File: src/rtl/frame_pkg.sv
// Shared framing definitions for the host series link (TX and RX framers).
package frame_pkg;

   localparam int HDR_BYTES = 12;
   localparam int ID_W      = 32;
   localparam int LEN_W     = 32;
   localparam int SAMPLE_W  = 16;
   localparam int HDR_W     = 2 * ID_W + LEN_W;

   typedef enum logic [2:0] {
      IDLE,
      HDR,
      PAY_LO,
      PAY_HI,
      CSUM,
      DONE
   } tx_state_t;

   // Header layout on the wire: release_id, series_id, length, each little-endian.
   function automatic logic [7:0] hdr_byte(input logic [ID_W-1:0]  rel,
                                           input logic [ID_W-1:0]  ser,
                                           input logic [LEN_W-1:0] len,
                                           input logic [3:0]       idx);
      logic [HDR_W-1:0] hdr;
      hdr = {len, ser, rel};
      return hdr[{idx, 3'b000} +: 8];
   endfunction

endpackage

File: src/rtl/frame_tx_serializer_if.sv
// Host-side bundle of the TX framer: frame request, sample push, status and UART byte handshake.
interface frame_tx_serializer_if;
   import frame_pkg::*;

   logic                start;
   logic [ID_W-1:0]     release_id;
   logic [ID_W-1:0]     series_id;
   logic [LEN_W-1:0]    length;
   logic [SAMPLE_W-1:0] sample_in;
   logic                sample_valid;
   logic                fifo_full;
   logic                overflow;
   logic                busy;
   logic                frame_done;
   logic [7:0]          uart_data_in;
   logic                uart_send;
   logic                uart_ready;

   modport master (
      output start, release_id, series_id, length, sample_in, sample_valid, uart_ready,
      input  fifo_full, overflow, busy, frame_done, uart_data_in, uart_send
   );

   modport slave (
      input  start, release_id, series_id, length, sample_in, sample_valid, uart_ready,
      output fifo_full, overflow, busy, frame_done, uart_data_in, uart_send
   );

endinterface

File: src/rtl/sample_fifo.sv
// Synchronous sample FIFO with first-word fall-through read data and registered full/empty flags.
module sample_fifo #(
   parameter int WIDTH = 16,
   parameter int DEPTH = 16
) (
   input  logic                     clk,
   input  logic                     reset_n,
   input  logic                     push_i,
   input  logic                     pop_i,
   input  logic [WIDTH-1:0]         wdata_i,
   output logic [WIDTH-1:0]         rdata_o,
   output logic                     full_o,
   output logic                     empty_o,
   output logic [$clog2(DEPTH):0]   count_o
);

   localparam int AW = $clog2(DEPTH);
   localparam logic [AW-1:0] PTR_ONE = AW'(1);
   localparam logic [AW:0]   CNT_ONE = (AW + 1)'(1);
   localparam logic [AW:0]   CNT_MAX = (AW + 1)'(DEPTH);

   logic [WIDTH-1:0] mem_q [DEPTH];
   logic [AW-1:0]    wr_ptr_q, rd_ptr_q;
   logic [AW:0]      count_q, count_d;
   logic             full_q, empty_q;
   logic             do_push, do_pop;

   // A pop in the same cycle frees the slot a push into a full FIFO needs.
   assign do_pop  = pop_i && !empty_q;
   assign do_push = push_i && (!full_q || do_pop);

   always_comb begin
      count_d = count_q;
      if (do_push && !do_pop) begin
         count_d = count_q + CNT_ONE;
      end else if (!do_push && do_pop) begin
         count_d = count_q - CNT_ONE;
      end
   end

   always_ff @(posedge clk or negedge reset_n) begin
      if (!reset_n) begin
         wr_ptr_q <= '0;
         rd_ptr_q <= '0;
         count_q  <= '0;
         full_q   <= 1'b0;
         empty_q  <= 1'b1;
      end else begin
         if (do_push) wr_ptr_q <= wr_ptr_q + PTR_ONE;
         if (do_pop)  rd_ptr_q <= rd_ptr_q + PTR_ONE;
         count_q <= count_d;
         full_q  <= (count_d == CNT_MAX);
         empty_q <= (count_d == '0);
      end
   end

   always_ff @(posedge clk) begin
      if (do_push) mem_q[wr_ptr_q] <= wdata_i;
   end

   assign rdata_o = mem_q[rd_ptr_q];
   assign full_o  = full_q;
   assign empty_o = empty_q;
   assign count_o = count_q;

endmodule

File: src/rtl/frame_tx_serializer.sv
// Transmit framer: 12-byte header, length 16-bit samples LSB first, optional XOR checksum byte,
// paced byte by byte on the uartInterface send/tx_ready handshake.
module frame_tx_serializer
   import frame_pkg::*;
#(
   parameter int FIFO_DEPTH  = 16,
   parameter bit CHECKSUM_EN = 1'b0
) (
   input  logic                  clk,
   input  logic                  reset_n,
   frame_tx_serializer_if.slave  tx_if
);

   localparam int CNT_W = $clog2(FIFO_DEPTH) + 1;
   localparam logic [3:0] LAST_HDR = 4'(HDR_BYTES - 1);

   tx_state_t           state_q;
   logic [ID_W-1:0]     rel_q, ser_q;
   logic [LEN_W-1:0]    len_q, sent_cnt_q, sent_cnt_d;
   logic [3:0]          byte_idx_q;
   logic [SAMPLE_W-1:0] hold_q;
   logic [7:0]          csum_q, uart_data_q;
   logic                uart_send_q, busy_q, frame_done_q, overflow_q;

   logic                can_send, fifo_pop, push_drop;
   logic                fifo_full, fifo_empty;
   logic [SAMPLE_W-1:0] fifo_rdata;
   logic [CNT_W-1:0]    fifo_count;
   logic [7:0]          hdr_b;

   sample_fifo #(
      .WIDTH (SAMPLE_W),
      .DEPTH (FIFO_DEPTH)
   ) u_fifo (
      .clk     (clk),
      .reset_n (reset_n),
      .push_i  (tx_if.sample_valid),
      .pop_i   (fifo_pop),
      .wdata_i (tx_if.sample_in),
      .rdata_o (fifo_rdata),
      .full_o  (fifo_full),
      .empty_o (fifo_empty),
      .count_o (fifo_count)
   );

   // The guard cycle after every strobe gives the transmitter time to drop tx_ready.
   assign can_send   = tx_if.uart_ready && !uart_send_q;
   assign fifo_pop   = (state_q == PAY_LO) && !fifo_empty && can_send;
   assign push_drop  = tx_if.sample_valid && (fifo_count == CNT_W'(FIFO_DEPTH)) && !fifo_pop;
   assign hdr_b      = hdr_byte(rel_q, ser_q, len_q, byte_idx_q);
   assign sent_cnt_d = sent_cnt_q + 32'd1;

   always_ff @(posedge clk or negedge reset_n) begin
      if (!reset_n) begin
         state_q      <= IDLE;
         rel_q        <= '0;
         ser_q        <= '0;
         len_q        <= '0;
         sent_cnt_q   <= '0;
         byte_idx_q   <= '0;
         hold_q       <= '0;
         csum_q       <= '0;
         uart_data_q  <= '0;
         uart_send_q  <= 1'b0;
         busy_q       <= 1'b0;
         frame_done_q <= 1'b0;
         overflow_q   <= 1'b0;
      end else begin
         uart_send_q  <= 1'b0;
         frame_done_q <= 1'b0;
         if (push_drop) overflow_q <= 1'b1;

         case (state_q)
            IDLE: begin
               if (tx_if.start) begin
                  rel_q      <= tx_if.release_id;
                  ser_q      <= tx_if.series_id;
                  len_q      <= tx_if.length;
                  overflow_q <= push_drop;
                  csum_q     <= '0;
                  byte_idx_q <= '0;
                  sent_cnt_q <= '0;
                  busy_q     <= 1'b1;
                  state_q    <= HDR;
               end
            end

            HDR: begin
               if (can_send) begin
                  uart_send_q <= 1'b1;
                  uart_data_q <= hdr_b;
                  csum_q      <= csum_q ^ hdr_b;
                  if (byte_idx_q == LAST_HDR) begin
                     if (len_q != '0)      state_q <= PAY_LO;
                     else if (CHECKSUM_EN) state_q <= CSUM;
                     else                  state_q <= DONE;
                  end else begin
                     byte_idx_q <= byte_idx_q + 4'd1;
                  end
               end
            end

            PAY_LO: begin
               if (fifo_pop) begin
                  hold_q      <= fifo_rdata;
                  uart_send_q <= 1'b1;
                  uart_data_q <= fifo_rdata[7:0];
                  csum_q      <= csum_q ^ fifo_rdata[7:0];
                  state_q     <= PAY_HI;
               end
            end

            PAY_HI: begin
               if (can_send) begin
                  uart_send_q <= 1'b1;
                  uart_data_q <= hold_q[15:8];
                  csum_q      <= csum_q ^ hold_q[15:8];
                  sent_cnt_q  <= sent_cnt_d;
                  if (sent_cnt_d != len_q) state_q <= PAY_LO;
                  else if (CHECKSUM_EN)    state_q <= CSUM;
                  else                     state_q <= DONE;
               end
            end

            CSUM: begin
               if (can_send) begin
                  uart_send_q <= 1'b1;
                  uart_data_q <= csum_q;
                  state_q     <= DONE;
               end
            end

            DONE: begin
               frame_done_q <= 1'b1;
               busy_q       <= 1'b0;
               state_q      <= IDLE;
            end

            default: state_q <= IDLE;
         endcase
      end
   end

   assign tx_if.fifo_full    = fifo_full;
   assign tx_if.overflow     = overflow_q;
   assign tx_if.busy         = busy_q;
   assign tx_if.frame_done   = frame_done_q;
   assign tx_if.uart_data_in = uart_data_q;
   assign tx_if.uart_send    = uart_send_q;

endmodule
File: src/flat_wrapper.sv
// flat-port wrapper written by rule: the top's interface ports become plain ports
module frame_tx_serializer_flat import frame_pkg::*;
#(
   parameter int FIFO_DEPTH  = 16,
   parameter bit CHECKSUM_EN = 1'b0
)
  (clk, reset_n, tx_if_start, tx_if_release_id, tx_if_series_id, tx_if_length, tx_if_sample_in, tx_if_sample_valid, tx_if_uart_ready, tx_if_fifo_full, tx_if_overflow, tx_if_busy, tx_if_frame_done, tx_if_uart_data_in, tx_if_uart_send);
  frame_tx_serializer_if tx_if_i ();
  input  logic clk;
  input  logic reset_n;
  input wire logic [$bits(tx_if_i.start)-1:0] tx_if_start;
  input wire logic [$bits(tx_if_i.release_id)-1:0] tx_if_release_id;
  input wire logic [$bits(tx_if_i.series_id)-1:0] tx_if_series_id;
  input wire logic [$bits(tx_if_i.length)-1:0] tx_if_length;
  input wire logic [$bits(tx_if_i.sample_in)-1:0] tx_if_sample_in;
  input wire logic [$bits(tx_if_i.sample_valid)-1:0] tx_if_sample_valid;
  input wire logic [$bits(tx_if_i.uart_ready)-1:0] tx_if_uart_ready;
  output wire logic [$bits(tx_if_i.fifo_full)-1:0] tx_if_fifo_full;
  output wire logic [$bits(tx_if_i.overflow)-1:0] tx_if_overflow;
  output wire logic [$bits(tx_if_i.busy)-1:0] tx_if_busy;
  output wire logic [$bits(tx_if_i.frame_done)-1:0] tx_if_frame_done;
  output wire logic [$bits(tx_if_i.uart_data_in)-1:0] tx_if_uart_data_in;
  output wire logic [$bits(tx_if_i.uart_send)-1:0] tx_if_uart_send;
  assign tx_if_i.start = tx_if_start;
  assign tx_if_i.release_id = tx_if_release_id;
  assign tx_if_i.series_id = tx_if_series_id;
  assign tx_if_i.length = tx_if_length;
  assign tx_if_i.sample_in = tx_if_sample_in;
  assign tx_if_i.sample_valid = tx_if_sample_valid;
  assign tx_if_i.uart_ready = tx_if_uart_ready;
  assign tx_if_fifo_full = tx_if_i.fifo_full;
  assign tx_if_overflow = tx_if_i.overflow;
  assign tx_if_busy = tx_if_i.busy;
  assign tx_if_frame_done = tx_if_i.frame_done;
  assign tx_if_uart_data_in = tx_if_i.uart_data_in;
  assign tx_if_uart_send = tx_if_i.uart_send;
  frame_tx_serializer #(.FIFO_DEPTH(FIFO_DEPTH), .CHECKSUM_EN(CHECKSUM_EN)) u_core (.clk(clk), .reset_n(reset_n), .tx_if(tx_if_i));
endmodule
File: config.mk
export PLATFORM = sky130hd
export DESIGN_NAME = frame_tx_serializer_flat
export DESIGN_NICKNAME = d
export VERILOG_FILES = /design/src/rtl/frame_pkg.sv /design/src/rtl/frame_tx_serializer_if.sv /design/src/rtl/sample_fifo.sv /design/src/rtl/frame_tx_serializer.sv /design/src/flat_wrapper.sv
export SDC_FILE = /design/constraint.sdc
export NUM_CORES = 1
export LEC_CHECK = 0
export CAP_MARGIN = 20
export CORE_MARGIN = 10
export CORE_UTILIZATION = 54
export DETAILED_ROUTE_END_ITERATION = 8
export PLACE_DENSITY = 0.77
export SLEW_MARGIN = 5
export SYNTH_ARGS = -nofsm -noshare
export SYNTH_HDL_FRONTEND = slang
export SYNTH_SLANG_ARGS = --single-unit
File: constraint.sdc
create_clock -name clk -period 3.1 [get_ports clk]
set_input_delay 0.31 -clock clk [delete_from_list [all_inputs] [get_ports clk]]
set_output_delay 0.31 -clock clk [all_outputs]
set_load 0.05 [all_outputs]
-- Word-level counts from Yosys, hierarchy flattened
Memories as Yosys holds them, arrays and structs flattened.
Cells that the tools add are included.
- $add $sub $neg: 6
- eq/ne operators: 16
- shift operators: 1
- multiplexer cells: 39
- bitwise gates (word level): 3
- reduce and logical (&&, ||, !) cells: 33
- operators by type and width (operator ; count):
    $shiftx A96 B8 Y8 ; 1
    $mux W32 ; 2
    $mux W8 ; 8
    $pmux W32 S2 ; 1
    $pmux W8 S4 ; 2
    $add A32 B1 Y32 const B ; 1
    $ne A32 B32 Y1 ; 1
    $reduce_bool A32 Y1 ; 1
    $mux W3 ; 8
    $xor A8 B8 Y8 ; 3
    $pmux W3 S5 ; 1
    $add A4 B1 Y4 const B ; 3
    $mux W4 ; 3
    $eq A5 B5 Y1 const B ; 2
    $mux W5 ; 2
    $ne A2 B1 Y1 const B ; 5
    $reduce_and A5 Y1 ; 2
    $logic_and A1 B1 Y1 ; 9
    $mux W1 ; 9
    $pmux W4 S2 ; 1
    $reduce_bool A4 Y1 ; 2
    $eq A3 B2 Y1 const B ; 2
    $eq A3 B3 Y1 const B ; 2
    $logic_not A1 Y1 ; 6
    other kinds (15) ; 21
- flip-flop bits (word level): 186
- RAM bits: 256
- input bits: 117
- output and inout bits: 13
- logic and storage cells: 117
- memories kept: 1
- memory list (name ; depth ; width ; read ports ; clocked after Yosys merged registers in ; wr ports ; line ; RTL):
    u_core.u_fifo.mem_q ; 16 ; 16 ; 1 ; 0 ; 1 ; sample_fifo.sv:22 ; logic [WIDTH-1:0] mem_q [DEPTH];

-- Depth between registers and ports, before layout
Gate-level depths: netlist of the first run.
- depth after elaboration: 11
- gate-level depth with buffers: 9
- depth with buffers taken out: 8

-- Hierarchy
A second synthesis of the first run with hierarchy kept.
- cells, all modules: 1456
- area total of the unflattened synthesis: 19446.2 sq um
- modules (own cells, without submodules) (module ; instances ; cells each ; area each (sq um)):
    sample_fifo ; 1 ; 443 ; 10608.9
    frame_tx_serializer ; 1 ; 1013 ; 8837.2

-- Worst setup path before layout of the first run
No wires, ideal clock.
- kind: register to register
- start point: register u_core.uart_send_q, in the netlist u_core.tx_if.uart_send
- end point: memory u_core.u_fifo.mem_q[3][0] (enable)
- library setup time: 409 ps
- arrival: 3049 ps
- required time: 2691 ps
- setup slack: -358 ps
- stages on the path, launching flop included: 7
- buffers on the path: 1
- cells stage by stage: dfrtp_1 -> nor2b_1 -> clkbuf_8 -> nand3_1 -> a21oi_1 -> nand2_1 -> nor3_1
- word-level cells in the longest chain between the ends: 8
- RTL lines (what ; line ; RTL):
    start: declaration ; frame_tx_serializer.sv:23 ; logic uart_send_q, busy_q, frame_done_q, overflow_q;
    start signal: assignment ; frame_tx_serializer.sv:64 ; uart_send_q <= 1'b0;
    start signal: assignment ; frame_tx_serializer.sv:69 ; uart_send_q <= 1'b0;
    start signal: assignment ; frame_tx_serializer.sv:90 ; uart_send_q <= 1'b1;
    $logic_not A1 Y1 ; frame_tx_serializer.sv:47 ; assign can_send = tx_if.uart_ready && !uart_send_q;
    $logic_and A1 B1 Y1 ; frame_tx_serializer.sv:47 ;
    $logic_and A1 B1 Y1 ; frame_tx_serializer.sv:48 ; assign fifo_pop = (state_q == PAY_LO) && !fifo_empty && can_send;
    $logic_and A1 B1 Y1 ; sample_fifo.sv:29 ; assign do_pop = pop_i && !empty_q;
    $logic_or A1 B1 Y1 ; sample_fifo.sv:30 ; assign do_push = push_i && (!full_q || do_pop);
    $logic_and A1 B1 Y1 ; sample_fifo.sv:30 ;
    $mux W1 ; sample_fifo.sv:58 ; if (do_push) mem_q[wr_ptr_q] <= wdata_i;
    $mux W1 (not written as such) ; sample_fifo.sv:58 ;
    end: declaration ; sample_fifo.sv:22 ;
Every way passes these cells.

-- Final worst setup path of the first run
- start point: register u_core.sent_cnt_q[0]
- end point: register u_core.state_q[1]
- word-level cells in the longest chain between the ends: 5
- RTL lines (what ; line ; RTL):
    start: declaration ; frame_tx_serializer.sv:19 ; logic [LEN_W-1:0] len_q, sent_cnt_q, sent_cnt_d;
    start signal: assignment ; frame_tx_serializer.sv:118 ; sent_cnt_q <= sent_cnt_d;
    $add A32 B1 Y32 ; frame_tx_serializer.sv:51 ; assign sent_cnt_d = sent_cnt_q + 32'd1;
    $ne A32 B32 Y1 ; frame_tx_serializer.sv:119 ; if (sent_cnt_d != len_q) state_q <= PAY_LO;
    $mux W3 ; frame_tx_serializer.sv:119 ;
    $mux W3 ; frame_tx_serializer.sv:114 ; if (can_send) begin
    $pmux W3 S5 ; frame_tx_serializer.sv:73 ; case (state_q)
    end signal: assignment ; frame_tx_serializer.sv:119 ;
    end signal: assignment ; frame_tx_serializer.sv:120 ; else if (CHECKSUM_EN) state_q <= CSUM;
    end signal: assignment ; frame_tx_serializer.sv:121 ; else state_q <= DONE;
    end: declaration ; frame_tx_serializer.sv:17 ; tx_state_t state_q;
Every way passes these cells. The select of a mux whose other input is x is not followed.
A chain may end at the register's enable or synchronous reset.

==> flow_summary.ini, run 1 <==
[synth]
ys_async_sr_fraction = 0.410
yosys_warnings = 0
yosys.cell_types.count = 84
synth_area_sq_um = 19700
synth_top_cell_by_area = edfxtp_1
yosysMostFrequentCell = nand2_1
synth-edff-count = 256
ys_ff_latch = 434
avgSynthCellArea_sq_um = 13.1
synth-seq-area-share = 0.617
synthTopCellsByArea = edfxtp_1 (39%), dfrtp_1 (22%), mux4_2 (11%)
synth_common_cells = nand2_1 (351), edfxtp_1 (256), dfrtp_1 (177), mux4_2 (96), nor2_1 (72)
ys.flop_type = edfxtp_1
syn_inst = 1506
synth_top_area_frac = 0.390
syn_nets = 1633

[clocking]
insertion_delay_ns = 0.60
cts-root-buf = clkbuf_16
cts_tree = built
cts.clk_slew.worst_paths_ns = 0.06
cts.path.max_buffers = 3
clock_sinks = 434
h-tree-depth = 2
cts_made_buffers = 45

[power]
p_per_area_nw_per_um2 = 868
intPower_w = 0.0137
p_sw_w = 0.00687
power_frac_comb = 0.315
leakage_nw = 9.15
power.total_w = 0.0206
p_clk_frac = 0.270
p_seq_frac = 0.416
swShare = 0.334
ir_worst_vdd_mv = 0.594

[timing]
worst_slew_pin_slew_ns = 0.951
finalHoldViolCount = 0
rsz0062_at_grt = true
min_period_ns = 3.04
slew_headroom = 0.366
fin_worst_skew_ns = 0.0220
whs_ns = 0.248
slew_viol_final = 0
max_freq_mhz = 329
finalSetupViolations = 0
fin_crit_sh = 0.981

[worst_setup_path]
start_kind = flip-flop
r2r_setup_slack_ns = 0.06
crit_required_ns = 3.57
worstRegToRegCells = 9
arrival_ns = 3.51
worstSetupPathType = flip-flop to flip-flop
r2r-end = u_core.state_q[1]
crit-reg2reg-launch = u_core.sent_cnt_q[0]
cp_max_fo = 5
end_kind = flip-flop

[layout]
synthToLayoutAreaGrowth_pct = 20.3
fill_cells = 2541
drive_gt1_frac = 0.195
finalCoreUtilization = 0.663
final_nets = 1833
antenna_cells = 0

[global_routing]
grt_remaining_overflow = 0
grt_max_degree = 99
grt_pass1_vias = 13500
antenna_found_initial = 0
grt.total_usage = 0.230
grt_first_pass_wirelength_mm = 79.0

[floorplanning]
boundaryPins = 130
core-area_sq_um = 35700
fp-row-count = 69
die_w_microns = 211
die_y_microns = 211
start_util = 0.551
die_area_sq_um = 44500

[placed_design]
port_buffers = 129
hpwl_mm = 33.9
place.gp.congestion = 0.913

[worst_hold_path]
hold_class = input pin to flip-flop
min_to = u_core.len_q[24]
min_from = tx_if_length[24]
whs_path_depth = 3

[routing]
post_drt_via_cell_ratio = 6.07
vias = 13400
drtIter0Drc = 1194
firstDrtPassIters = 5
ant_nets = 0
post_drt_wl_per_cell_microns = 23.2
wirelength_mm = 51.1
drcViolationCount = 0

[job]
drv_cap = 0

[outcome]
status = complete, no violations
==> layer usage <==
layer / vias to the layer above / share of wire / global-route usage
li1: 5981 / - / -
met1: 6759 / 0.43 / 0.316
met2: 540 / 0.48 / 0.367
met3: 89 / 0.068 / 0.0470
met4: 0 / 0.021 / 0.0612
met5: - / 0 / 0
==> registers in the layout, summed over array words and instances, names as in the netlist, 3 cells and up <==
name,cells
u_core.hold_q,8
u_core.sent_cnt_q,32
u_core.u_fifo.mem_q,256
u_core.u_fifo.count_o,5
u_core.byte_idx_q,4
u_core.ser_q,32
u_core.csum_q,8
u_core.u_fifo.rd_ptr_q,4
u_core.u_fifo.wr_ptr_q,4
u_core.rel_q,32
u_core.state_q,3
u_core.tx_if.uart_data_in,8
u_core.len_q,32
==> cells by family (layout without fill, tap and decap cells) <==
family | Yosys count | count (layout) | share of synthesized area
adders and majority gates | 10 | 10 | 0.00635
buffers and inverters | 103 | 340 | 0.0273
AOI/OAI and AO/OA | 193 | 193 | 0.0639
DFF | 434 | 434 | 0.617
xor gates and xnor gates | 57 | 57 | 0.0253
muxes | 124 | 124 | 0.125
and+or+nand+nor | 585 | 585 | 0.136
==> area by class of cell <==
type | count | area (sq um) | area share
flip-flops and latches | 434 | 12200 | 0.513
multi-input cells | 969 | 7120 | 0.300
repair buffers | 248 | 2290 | 0.0966
clock buffers | 61 | 1250 | 0.0526
well taps | 461 | 577 | 0.0243
clock inverters | 23 | 288 | 0.0121
inverters | 8 | 30.0 | 0.00127
==> what timing repair did <==
| item | 4_1_cts | 5_1_grt |
|---|---|---|
| gates resized for setup | 3 | 8 |
| buffers inserted | 1 | 4 |
| pin swaps | 1 | 9 |
| endpoints found under the setup margin | 1 | 2 |
| hold endpoints to repair | 85 | 0 |
| hold buffers | 1 | 0 |
==> metrics by stage <==
step	cells	setup slack, ns	instance area, sq um	setup TNS, ns
finish	2204	0.0590	23700	0
global route	2204	-0.0242	23700	-0.0242
CTS	2200	0.00589	23600	0
detailed placement	2114	-0.0515	22100	-0.0515
global placement	2114	0.00401	22100	0
floorplan	1506	0.00188	19700	0
==> worst max path at each step <==
stage	from	to	slack (ns)	depth (start not counted)
after global routing	u_core.sent_cnt_q[0]	u_core.state_q[1]	-0.02	9
final	u_core.sent_cnt_q[0]	u_core.state_q[1]	0.06	9
after global placement	u_core.sent_cnt_q[1]	u_core.state_q[1]	0.004	10
after CTS	u_core.sent_cnt_q[26]	u_core.state_q[1]	0.006	7
after floorplan	u_core.sent_cnt_q[1]	u_core.state_q[1]	0.002	9
after detailed placement	u_core.sent_cnt_q[1]	u_core.state_q[1]	-0.05	9
==> critical path, stage by stage (launching register included) <==
cell     delay, ns
dfrtp_2       0.42
ha_4          0.17
buf_4         0.14
and3_1        0.19
and3_1        0.24
xnor2_1       0.18
nand4_1       0.15
or4_1         0.54
or4_4         0.56
a221o_1       0.33
==> power groups by stage <==
stage	logic (W)	clock network, W	registers [W]
after floorplan	0.00428	0	0.00826
after global placement	0.00621	0	0.00852
after detailed placement	0.00633	0	0.00860
after CTS	0.00645	0.00562	0.00853
after global routing	0.00702	0.00585	0.00867
final	0.00647	0.00555	0.00855
==> placed cells by master (no fill, tap or decap), types with 4 or more instances in the layout <==
master           Yosys  routed
nand4_1             22      22
a2bb2oi_1            9       9
and2_1               4       4
buf_4                1     110
mux2i_1             11      11
dfrtp_2              0       4
nor4_1              17      15
clkdlybuf4s50_1      0     128
nand3_1             24      23
and4_1               5       5
bufinv_16            0       4
a22oi_1             16      16
dfrtp_1            177     172
mux4_2              96      96
a2111oi_0            8       8
clkbuf_16            0      45
xor2_1              21      21
nor2b_1             18      18
or4_4                1       4
edfxtp_1           256     256
a31oi_1             14      14
buf_12               0       8
clkbuf_8             7       6
clkinv_2             0       9
a21oi_1             24      24
mux2_2              17      17
clkinv_1             0       4
o41ai_1              6       6
inv_1                8       8
ha_1                10       9
nand2_1            351     351
nor3_1              10       6
xnor2_1             36      35
o31ai_1             16      16
o21ai_0             69      69
clkbuf_1            61      10
nor3_2               1       5
and3_1              21      21
nor2_1              72      72
No activity file was read; power rests on OpenSTA's default activity.
==> run 2: changes to the inputs <==
--- a/config.mk
+++ b/config.mk
@@ -10,6 +10,7 @@
 export CORE_UTILIZATION = 54
 export DETAILED_ROUTE_END_ITERATION = 8
 export PLACE_DENSITY = 0.77
+export SETUP_SLACK_MARGIN = 0.1
 export SLEW_MARGIN = 5
 export SYNTH_ARGS = -nofsm -noshare
 export SYNTH_HDL_FRONTEND = slang
==> run 2 against run 1 <==
Register-to-register slack better by 0.05 ns. Critical path depth is 2 lower. Sequential share of layout area is 0.11 points higher. Sequential power is 0.6% lower. Non-clock buffer count is 6 lower. Global-route usage is 0.23 points higher. First-iteration DRC count is 9.1% higher. Count of clock-buffer cells in the layout is 2 higher. Die area stayed put. Clock power is 0.9% lower. Power is 0.87% lower. Clock skew is 0.0053 ns higher.
==> flow_summary.ini, run 2 (same netlist as run 1, synthesis figures left out) <==
[power]
p_per_area_nw_per_um2 = 862
power.total_w = 0.0204
ir_worst_vdd_mv = 0.569
swShare = 0.329
p_clk_frac = 0.269
p_sw_w = 0.00672
leakage_nw = 9.11
power_frac_comb = 0.314
p_seq_frac = 0.417
intPower_w = 0.0137

[worst_setup_path]
critPathMaxStageDelay_ns = 0.56
cp_slowest_cell = or4_4
critPathBufInv = 0
endpoint = u_core.state_q[1]
worstRegToRegCells = 7
crit_cells = 7
cp_max_fo = 6
worstSetupPathType = flip-flop to flip-flop
path_delay_family = simple AND/OR/NAND/NOR gates
end_kind = flip-flop
r2r-end = u_core.state_q[1]
r2r_setup_slack_ns = 0.11
crit-reg2reg-launch = u_core.sent_cnt_q[8]
worstPathCellList = nand4_1 -> or4_4 -> xnor2_1 -> nand4_1 -> or4_1 -> or4_4 -> a221o_1
arrival_ns = 3.46
crit_required_ns = 3.56
start_kind = flip-flop
crit_path_start = u_core.sent_cnt_q[8]

[floorplanning]
fp-row-count = 69
start_util = 0.551
boundaryPins = 130
die_y_microns = 211
die_area_sq_um = 44500
core-area_sq_um = 35700
die_w_microns = 211

[timing]
finalSetupViolations = 0
tns_ns = 0
slew_viol_final = 0
slew_headroom = 0.440
fin_crit_sh = 0.966
fin_worst_skew_ns = 0.0273
worst_slew_pin_slew_ns = 0.840
whs_ns = 0.253
min_period_ns = 2.99
setup_slack_ns = 0.105
rsz0062_at_grt = true
finalHoldViolCount = 0
max_freq_mhz = 334

[layout]
final_common_cell = nand2_1
synthToLayoutAreaGrowth_pct = 20.1
antenna_cells = 0
drive_gt1_frac = 0.190
final_cell_mix = nand2_1 (351), edfxtp_1 (256), dfrtp_1 (169)
fill_cells = 2593
largest_register_ffs = 256
final_nets = 1827
top_register = u_core.u_fifo.mem_q

[placed_design]
port_buffers = 129
post-place-ws_ns = 0.0242
hpwl_mm = 34.3
place.gp.congestion = 0.902

[clocking]
cts_tree = built
cts.clk_slew.worst_paths_ns = 0.06
insertion_delay_ns = 0.59
clock_sinks = 434
cts_made_buffers = 45
cts.path.max_buffers = 3
cts-root-buf = clkbuf_16
h-tree-depth = 2

[global_routing]
antenna_found_initial = 0
grt_first_pass_wirelength_mm = 79.9
grt_max_degree = 103
grt_pass1_vias = 13500
grt.total_usage = 0.232
grt_remaining_overflow = 0

[routing]
drcViolationCount = 0
post_drt_via_cell_ratio = 6.09
ant_nets = 0
drtIter0Drc = 1303
post_drt_wl_per_cell_microns = 23.3
wirelength_mm = 51.2
vias = 13400
firstDrtPassIters = 5

[job]
drv_cap = 0

[worst_hold_path]
hold_class = input pin to flip-flop

[outcome]
status = complete, no violations
run 2: area by class of cell:
cell class	instances	area, sq um	share of cell area
well taps	461	577	0.0244
repair buffers	242	2270	0.0959
multi-input cells	969	7130	0.301
inverters	8	30.0	0.00127
flip-flops and latches	434	12200	0.514
clock buffers	63	1190	0.0505
clock inverters	21	303	0.0128
run 2: worst min-delay path: stages:
cell	delay, ns
clkdlybuf4s50_1	0.39
nand2_1	0.05
nand2_1	0.04
run 2: how the worst min path moves through the flow:
stage | startpoint | cells after the start | to
6_report | tx_if_series_id[10] | 3 | u_core.ser_q[10]
5_1_grt | tx_if_series_id[4] | 3 | u_core.ser_q[4]
4_1_cts | tx_if_series_id[16] | 3 | u_core.ser_q[16]
3_5_place_dp | reset_n | 1 | u_core.sent_cnt_q[29]
3_3_place_gp | reset_n | 1 | u_core.sent_cnt_q[29]
2_1_floorplan | reset_n | 0 | u_core.byte_idx_q[0]
run 2: timing repair:
action,4_1_cts,5_1_grt
gates resized for setup,6,10
hold buffers,1,0
hold endpoints to repair,77,0
setup endpoints to repair,1,2
pin swaps,0,7
buffers inserted,1,5
run 2: per-stage QoR:
step	utilization	cells	cell area, sq um
2_1_floorplan	-	1506	19800
3_3_place_gp	0.617	2107	22000
3_5_place_dp	0.617	2107	22000
4_1_cts	0.660	2193	23600
5_1_grt	0.662	2198	23700
6_report	0.662	2198	23700
run 2: layer usage:
layer,routed length (microns),up-vias,track usage
met2,24700,537,0.366
met3,3780,84,0.0447
met1,21500,6788,0.323
met4,1260,0,0.0677
met5,0,-,0
li1,-,5974,-
run 2: power groups by stage:
stage	Combinational (W)	Clock, W	Sequential [W]
after floorplan	0.00428	0	0.00826
after detailed placement	0.00628	0	0.00858
after global routing	0.00695	0.00579	0.00863
after global placement	0.00617	0	0.00851
after CTS	0.00639	0.00556	0.00848
final	0.00640	0.00550	0.00850
